### src/rtl/counter_pkg.sv
// Shared types and constants for the counter datapath family.
// Legacy start values let a wrapper map old Mode encodings onto Start (down, continuous).
package counter_pkg;

    typedef enum logic [1:0] {
        ST_IDLE = 2'd0,
        ST_RUN  = 2'd1,
        ST_DONE = 2'd2
    } state_t;

    localparam logic DIR_DOWN = 1'b0;
    localparam logic DIR_UP   = 1'b1;

    localparam int LEGACY_START_9 = 9;
    localparam int LEGACY_START_5 = 5;
    localparam int LEGACY_START_1 = 1;

endpackage

### src/rtl/mod_next_count.sv
// Combinational next-count for one enabled step: reload, terminal handling, increment/decrement.
// Zero latency, no flow control; the caller decides when the result is registered.
module mod_next_count
    import counter_pkg::*;
#(
    parameter int WIDTH = 4
) (
    input  logic [WIDTH-1:0] count_i,
    input  logic [WIDTH-1:0] start_i,
    input  logic             dir_i,
    input  logic             continuous_i,
    output logic [WIDTH-1:0] next_count_o,
    output logic [WIDTH-1:0] reload_o,
    output logic [WIDTH-1:0] terminal_o,
    output logic             at_terminal_o
);

    logic out_of_range;

    assign terminal_o    = (dir_i == DIR_UP) ? start_i : '0;
    assign reload_o      = (dir_i == DIR_UP) ? '0 : start_i;
    assign out_of_range  = (count_i > start_i);
    assign at_terminal_o = !out_of_range && (count_i == terminal_o);

    // Out-of-range recovery also covers Start/Dir changes made mid-run.
    always_comb begin
        next_count_o = count_i;
        if (out_of_range) begin
            next_count_o = reload_o;
        end else if (at_terminal_o) begin
            next_count_o = continuous_i ? reload_o : count_i;
        end else if (dir_i == DIR_UP) begin
            next_count_o = count_i + WIDTH'(1);
        end else begin
            next_count_o = count_i - WIDTH'(1);
        end
    end

endmodule

### src/rtl/prog_mod_counter.sv
// Programmable modulo up/down counter with one-shot/continuous modes, Tc pulse and Done/Busy flags.
// Outputs update on the falling edge that samples Load/Enable; no backpressure, Load overrides Enable.
module prog_mod_counter
    import counter_pkg::*;
#(
    parameter int WIDTH = 4
) (
    input  logic             Clk,
    input  logic             nReset,
    input  logic             Enable,
    input  logic             Load,
    input  logic             Dir,
    input  logic             Continuous,
    input  logic [WIDTH-1:0] Start,
    output logic [WIDTH-1:0] Count,
    output logic             Tc,
    output logic             Done,
    output logic             Busy
);

    state_t           state_q, state_d;
    logic [WIDTH-1:0] count_q, count_d;
    logic             tc_q, tc_d;
    logic             done_q, done_d;
    logic             busy_q, busy_d;

    logic [WIDTH-1:0] step_count;
    logic [WIDTH-1:0] reload;
    logic [WIDTH-1:0] terminal;
    logic             at_terminal;
    logic             arrive;

    mod_next_count #(
        .WIDTH (WIDTH)
    ) u_next (
        .count_i       (count_q),
        .start_i       (Start),
        .dir_i         (Dir),
        .continuous_i  (Continuous),
        .next_count_o  (step_count),
        .reload_o      (reload),
        .terminal_o    (terminal),
        .at_terminal_o (at_terminal)
    );

    always_comb begin
        state_d = state_q;
        count_d = count_q;
        arrive  = 1'b0;
        unique case (state_q)
            ST_IDLE, ST_DONE: begin
                if (Load) begin
                    count_d = reload;
                    state_d = ST_RUN;
                    arrive  = 1'b1;
                end
            end
            ST_RUN: begin
                if (Load) begin
                    count_d = reload;
                    arrive  = 1'b1;
                end else if (Enable) begin
                    count_d = step_count;
                    arrive  = 1'b1;
                    if (at_terminal && !Continuous) begin
                        state_d = ST_DONE;
                    end
                end
            end
            default: begin
                state_d = ST_IDLE;
            end
        endcase
        // Only a step or load may pulse Tc; idling at the terminal stays quiet.
        tc_d   = arrive && (state_d == ST_RUN) && (count_d == terminal);
        done_d = (state_d == ST_DONE);
        busy_d = (state_d == ST_RUN);
    end

    always_ff @(negedge Clk or negedge nReset) begin
        if (!nReset) begin
            state_q <= ST_IDLE;
            count_q <= '0;
            tc_q    <= 1'b0;
            done_q  <= 1'b0;
            busy_q  <= 1'b0;
        end else begin
            state_q <= state_d;
            count_q <= count_d;
            tc_q    <= tc_d;
            done_q  <= done_d;
            busy_q  <= busy_d;
        end
    end

    assign Count = count_q;
    assign Tc    = tc_q;
    assign Done  = done_q;
    assign Busy  = busy_q;

endmodule

### config.mk
export PLATFORM = sky130hd
export DESIGN_NAME = prog_mod_counter
export DESIGN_NICKNAME = d
export VERILOG_FILES = /design/src/rtl/counter_pkg.sv /design/src/rtl/mod_next_count.sv /design/src/rtl/prog_mod_counter.sv
export SDC_FILE = /design/constraint.sdc
export NUM_CORES = 1
export LEC_CHECK = 0
export CORE_MARGIN = 2
export CORE_UTILIZATION = 60
export CTS_BUF_LIST = sky130_fd_sc_hd__clkbuf_8
export CTS_CLUSTER_DIAMETER = 100
export DETAILED_ROUTE_END_ITERATION = 10
export GPL_ROUTABILITY_DRIVEN = 0
export GPL_TIMING_DRIVEN = 1
export HOLD_SLACK_MARGIN = 0.12
export PLACE_DENSITY = 0.88
export SETUP_SLACK_MARGIN = 0.3
export SLEW_MARGIN = 15
export SYNTH_ARGS = -nofsm -noshare
export SYNTH_HDL_FRONTEND = slang
export SYNTH_HIERARCHICAL = 1
export SYNTH_SLANG_ARGS = --single-unit
### constraint.sdc
create_clock -name Clk -period 7.8 [get_ports Clk]
set_input_delay 1.95 -clock Clk [delete_from_list [all_inputs] [get_ports Clk]]
set_output_delay 1.95 -clock Clk [all_outputs]
set_load 0.01 [all_outputs]
==> summary.txt, run 1 <==
Status
  • Outcome: did not finish
  • Halt Stage: clock tree synthesis (4_1_cts)
  • Run Error: [ERROR DPL-0033] detailed placement checks failed during check placement.

Clocking
  • Post-cts sizing count: 49
  • Clock buffer depth: 2
  • Root buffer cell: clkbuf_8
  • Clk sinks: 9
  • Number of buffers created by CTS: 3
  • Post-CTS Setup Inserts: 4
  • Hold Buf Count CTS: 0
  • CTS H-tree depth: 1

Synth
  • Number of flops mapped to enable cells by yosys: 0
  • Register area share after synthesis: 20.71%
  • Post-synthesis cell type count: 47
  • Avg Cell Area, Syn: 8.237 um2
  • Ys Warns: 6
  • Synth Register Bits: 9
  • Synth Cell Area: 1087 um2
  • Synth top area cells: dfrtn_1 (21%), ha_1 (6.9%), o22ai_1 (4.0%)
  • Ys flop type: dfrtn_1
  • Area share of the largest cell type after synthesis: 20.71%
  • Syn nets: 149
  • Ys async rst share: 100.0%
  • Cell count after synthesis: 132
  • Top cell type by total area after synthesis: dfrtn_1

Placed design
  • Cell Area, Placed: 1499 um2
  • DP Cell Count: 198
  • Hpwl dp: 2745 um
  • Port-buffer cells: 16
  • Setup WS pre-CTS: -0.9059 ns

Floorplanning
  • Die width: 46.57 um
  • # rows: 15
  • Die height: 46.57 um
  • IO Pins: 17
  • Initial Util: 63.66%
==> logic make-up after synthesis <==
kind of cell	count (synthesis)	synth area share, %
xor gates and xnor gates	7	5.639
AOI/OAI and AO/OA	42	26.24
buffers and inverters	17	9.090
muxes	2	1.956
and+or+nand+nor	48	27.62
DFF	9	20.71
adders and majority gates	7	8.746
==> cells in the mapped netlist, types with 3 or more instances <==
| cell | instances |
|---|---|
| ha_1 | 6 |
| nor2_1 | 11 |
| buf_4 | 3 |
| inv_1 | 9 |
| a211oi_1 | 5 |
| o21ai_1 | 4 |
| buf_6 | 3 |
| nor2b_1 | 5 |
| a21oi_1 | 7 |
| xor2_1 | 5 |
| o21ai_0 | 4 |
| nand2_1 | 8 |
| nor3_1 | 4 |
| o22ai_1 | 7 |
| dfrtn_1 | 9 |
==> per-stage QoR <==
stage / utilization, % / setup TNS (ns) / hold WS, ns
after floorplan: - / -0.2215 / 0.5597
after global placement: 87.77 / -3.319 / 0.5870
after detailed placement: 87.77 / -4.374 / 0.6285
==> run 2: changes to the inputs <==
==> config.mk (replaced) <==
export PLATFORM = sky130hd
export DESIGN_NAME = prog_mod_counter
export DESIGN_NICKNAME = d
export VERILOG_FILES = /design/src/rtl/counter_pkg.sv /design/src/rtl/mod_next_count.sv /design/src/rtl/prog_mod_counter.sv
export SDC_FILE = /design/constraint.sdc
export NUM_CORES = 1
export LEC_CHECK = 0
export CORE_AREA = 2 2 63 65
export DETAILED_ROUTE_END_ITERATION = 10
export DIE_AREA = 0 0 65 67
export GPL_ROUTABILITY_DRIVEN = 0
export GPL_TIMING_DRIVEN = 1
export PLACE_DENSITY_LB_ADDON = 0.15
export SLEW_MARGIN = 15
export SYNTH_ARGS = -nofsm -noshare
export SYNTH_HDL_FRONTEND = slang
export SYNTH_HIERARCHICAL = 1
export SYNTH_SLANG_ARGS = --single-unit
==> summary.txt, run 2 <==
Synth
  • Ys flop type: dfrtn_1 (unchanged)
  • Synth Register Bits: 9 (unchanged)
  • Synth Cell Area: 1087 um2 (unchanged)
  • Top post-synthesis cells by count: nor2_1 (11), dfrtn_1 (9), inv_1 (9), nand2_1 (8) (unchanged)
  • Avg Cell Area, Syn: 8.237 um2 (unchanged)
  • Number of flops mapped to enable cells by yosys: 0 (unchanged)
  • Ys async rst share: 100.0% (unchanged)
  • Post-synthesis cell type count: 47 (unchanged)
  • Register area share after synthesis: 20.71% (unchanged)
  • Top-count cell post-synth: nor2_1 (unchanged)
  • Synth top area cells: dfrtn_1 (21%), ha_1 (6.9%), o22ai_1 (4.0%) (unchanged)
  • Top cell type by total area after synthesis: dfrtn_1 (unchanged)
  • Cell count after synthesis: 132 (unchanged)
  • Syn nets: 149 (unchanged)
  • Area share of the largest cell type after synthesis: 20.71% (unchanged)
  • Ys Warns: 6 (unchanged)

Clocking
  • Hold Buf Count CTS: 0 (unchanged)
  • Root buffer cell: clkbuf_8 (unchanged)
  • CTS tree: built
  • Skew-Pair Late Insertion Delay: 0.25 ns
  • Number of buffers created by CTS: 3 (unchanged)
  • Clk sinks: 9 (unchanged)
  • Clk slew on worst S/H paths: 0.03 ns
  • Clock buffer depth: 2 (unchanged)
  • CTS H-tree depth: 1 (unchanged)

Power
  • Internal power component: 0.1820 mW
  • Worst vdd ir: 0.07071 mV
  • Share of total power in combinational logic: 62.1%
  • Clk pwr share: 18.5%
  • Switching pwr: 0.1094 mW
  • Power share of the sequential group: 19.4%
  • Leak: 0.7727 nW
  • Sw frac: 37.56%
  • Pwr per Cell Area: 167.6 nW/um2

Floorplanning
  • Die height: 67 um (was 46.57 um)
  • Die width: 65 um (was 46.57 um)
  • Initial Util: 30.15% (was 63.66%)
  • Die Area: 4355 um2
  • # rows: 22 (was 15)
  • Core ar.: 3606 um2
  • IO Pins: 17 (unchanged)

Cells and area
  • Register Area: 225.2 um2
  • Inserted Diodes: 0
  • Area occupied by multi-input gates: 869.6 um2
  • Fin cells: 236
  • Core Util, Final: 48.23%
  • Most common cell after layout, fill and taps aside: buf_4
  • Area delta synth->final: 59.95%
  • Max FFs per register: 4
  • Final nets: 206
  • Layout cells sized above 1: 40.96%
  • Fillers: 355
  • Most frequent cells in the layout: buf_4 (35), nor2_1 (11), clkdlybuf4s50_1 (11)

Critical path
  • Crit end category: flop
  • Startpoint types: input port
  • Worst Path Max Fanout: 4
  • Crit path kind: in -> reg
  • WP data arrival: 4.11 ns
  • Critical path data required time: 3.99 ns

STA
  • WHS: 0.6035 ns
  • # setup viols final: 1
  • Final Hold Fails: 0
  • Worst-margin pin slew: 0.4606 ns
  • Pins Over Slew Limit: 0
  • RSZ-0062 raised after global routing: true
  • Clock skew: 0.001011 ns
  • Final WS setup: -0.1151 ns
  • Max transition margin: 69.29%

Global routing
  • Gr ovfl total: 0
  • Initial antenna violation count: 0
  • Largest net degree at the start of global routing: 14
  • Total GRT Usage: 18.04%
  • Number of global-route vias before repair: 1306
  • First-pass GRT wire length: 5975 um

Job
  • MaxCap Viol Count: 0

Status
  • Violated checks: setup timing
  • Outcome: finished with violations (was did not finish)

Placed design
  • Hpwl dp: 2558 um (was 2745 um)
  • DP Cell Count: 226 (was 198)
  • Port-buffer cells: 16 (unchanged)

Route
  • Routed WL per cell: 14.71 um
  • DR DRC count: 0
  • Drt initial violations: 72
  • Final ANT Viol Nets: 0
  • Routed wire length: 3471 um
  • Avg Vias per Cell: 5.085
  • First-pass DRT Iterations: 4
  • DR vias: 1200

Min path
  • Min-delay worst type: reg -> reg
## run 2: cell counts after synthesis
Identical to the previous run, type by type.
## run 2: cells by family after synthesis
| logic type | count (synthesis) | synth area share, % |
|---|---|---|
| AO/OA/AOI/OAI | 42 | 26.24 |
| XOR/XNOR | 7 | 5.639 |
| adder cells (fa/ha/maj) | 7 | 8.746 |
| buffers and inverters | 17 | 9.090 |
| flip-flops | 9 | 20.71 |
| multiplexers | 2 | 1.956 |
| AND/OR/NAND/NOR | 48 | 27.62 |
## run 2: worst paths after layout
check / to / cells past startpoint / startpoint / slack (ns)
worst max-delay path: Tc$_DFF_NN0_ / 13 / Start[1] / -0.12
worst min-delay path: state_q[0]$_DFF_NN0_ / 1 / state_q[0]$_DFF_NN0_ / 0.60
worst max register to register: Tc$_DFF_NN0_ / 12 / Count[1]$_DFF_NN0_ / 5.04
worst min register to register: state_q[0]$_DFF_NN0_ / 1 / state_q[0]$_DFF_NN0_ / 0.60
max in group asynchronous: Count[1]$_DFF_NN0_ / 1 / nReset / 1.69
min in group asynchronous: Count[0]$_DFF_NN0_ / 1 / nReset / 5.79
## run 2: stage by stage
stage | setup WS [ns] | cell area (um2) | power, mW | setup TNS, ns
floorplan | -0.2215 | 1125 | 0.1512 | -0.2215
global placement | -0.8226 | 1553 | 0.2132 | -3.494
detailed placement | -0.8418 | 1553 | 0.2180 | -3.657
CTS | -0.1685 | 1720 | 0.2886 | -0.1685
global route | -0.2330 | 1739 | 0.3136 | -0.3039
finish | -0.1151 | 1739 | 0.2914 | -0.1151
## run 2: worst max-delay path, stage by stage
cell and delay (ns):
buf_2 0.11, buf_6 0.12, xor2_2 0.20, nor3_4 0.06, o22a_2 0.24, buf_6 0.12
o311a_1 0.32, o21ai_1 0.08, nor4b_1 0.07, o31a_1 0.27, or3_1 0.38, nand4_1 0.12
nor4_2 0.05
## run 2: area by class of cell
class,instances,share of cell area [%]
well taps,48,3.453
inverters,10,2.590
clock buffers,4,2.590
repair buffers,59,28.42
flip-flops and latches,9,12.95
multi-input cells,106,50.00
## run 2: layer usage
layer | track usage, % | vias to the layer above | share of wire, %
met1 | 21.47 | 572 | 45
met5 | 0 | - | 0
li1 | - | 598 | -
met3 | 3.885 | 6 | 2.9
met2 | 33.12 | 24 | 51
met4 | 3.723 | 0 | 1.8
## run 2: repair_timing
action                                 CTS  global route
cloned                                   0             0
setup endpoints to repair                9             2
resized for setup                       40             4
endpoints found under the hold margin    0             0
pin swaps                               21             8
buffers inserted                         7             0
## run 2: power by group through the flow
stage                     sequential [mW]  clock (mW)  combinational [mW]
after detailed placement           0.0574           0               0.161
after CTS                          0.0568      0.0550               0.177
after global routing               0.0571      0.0592               0.197
final                              0.0566      0.0539               0.181
after global placement             0.0573           0               0.156
after floorplan                    0.0647           0              0.0866
Note: power is estimated with default switching activity, not from simulation.
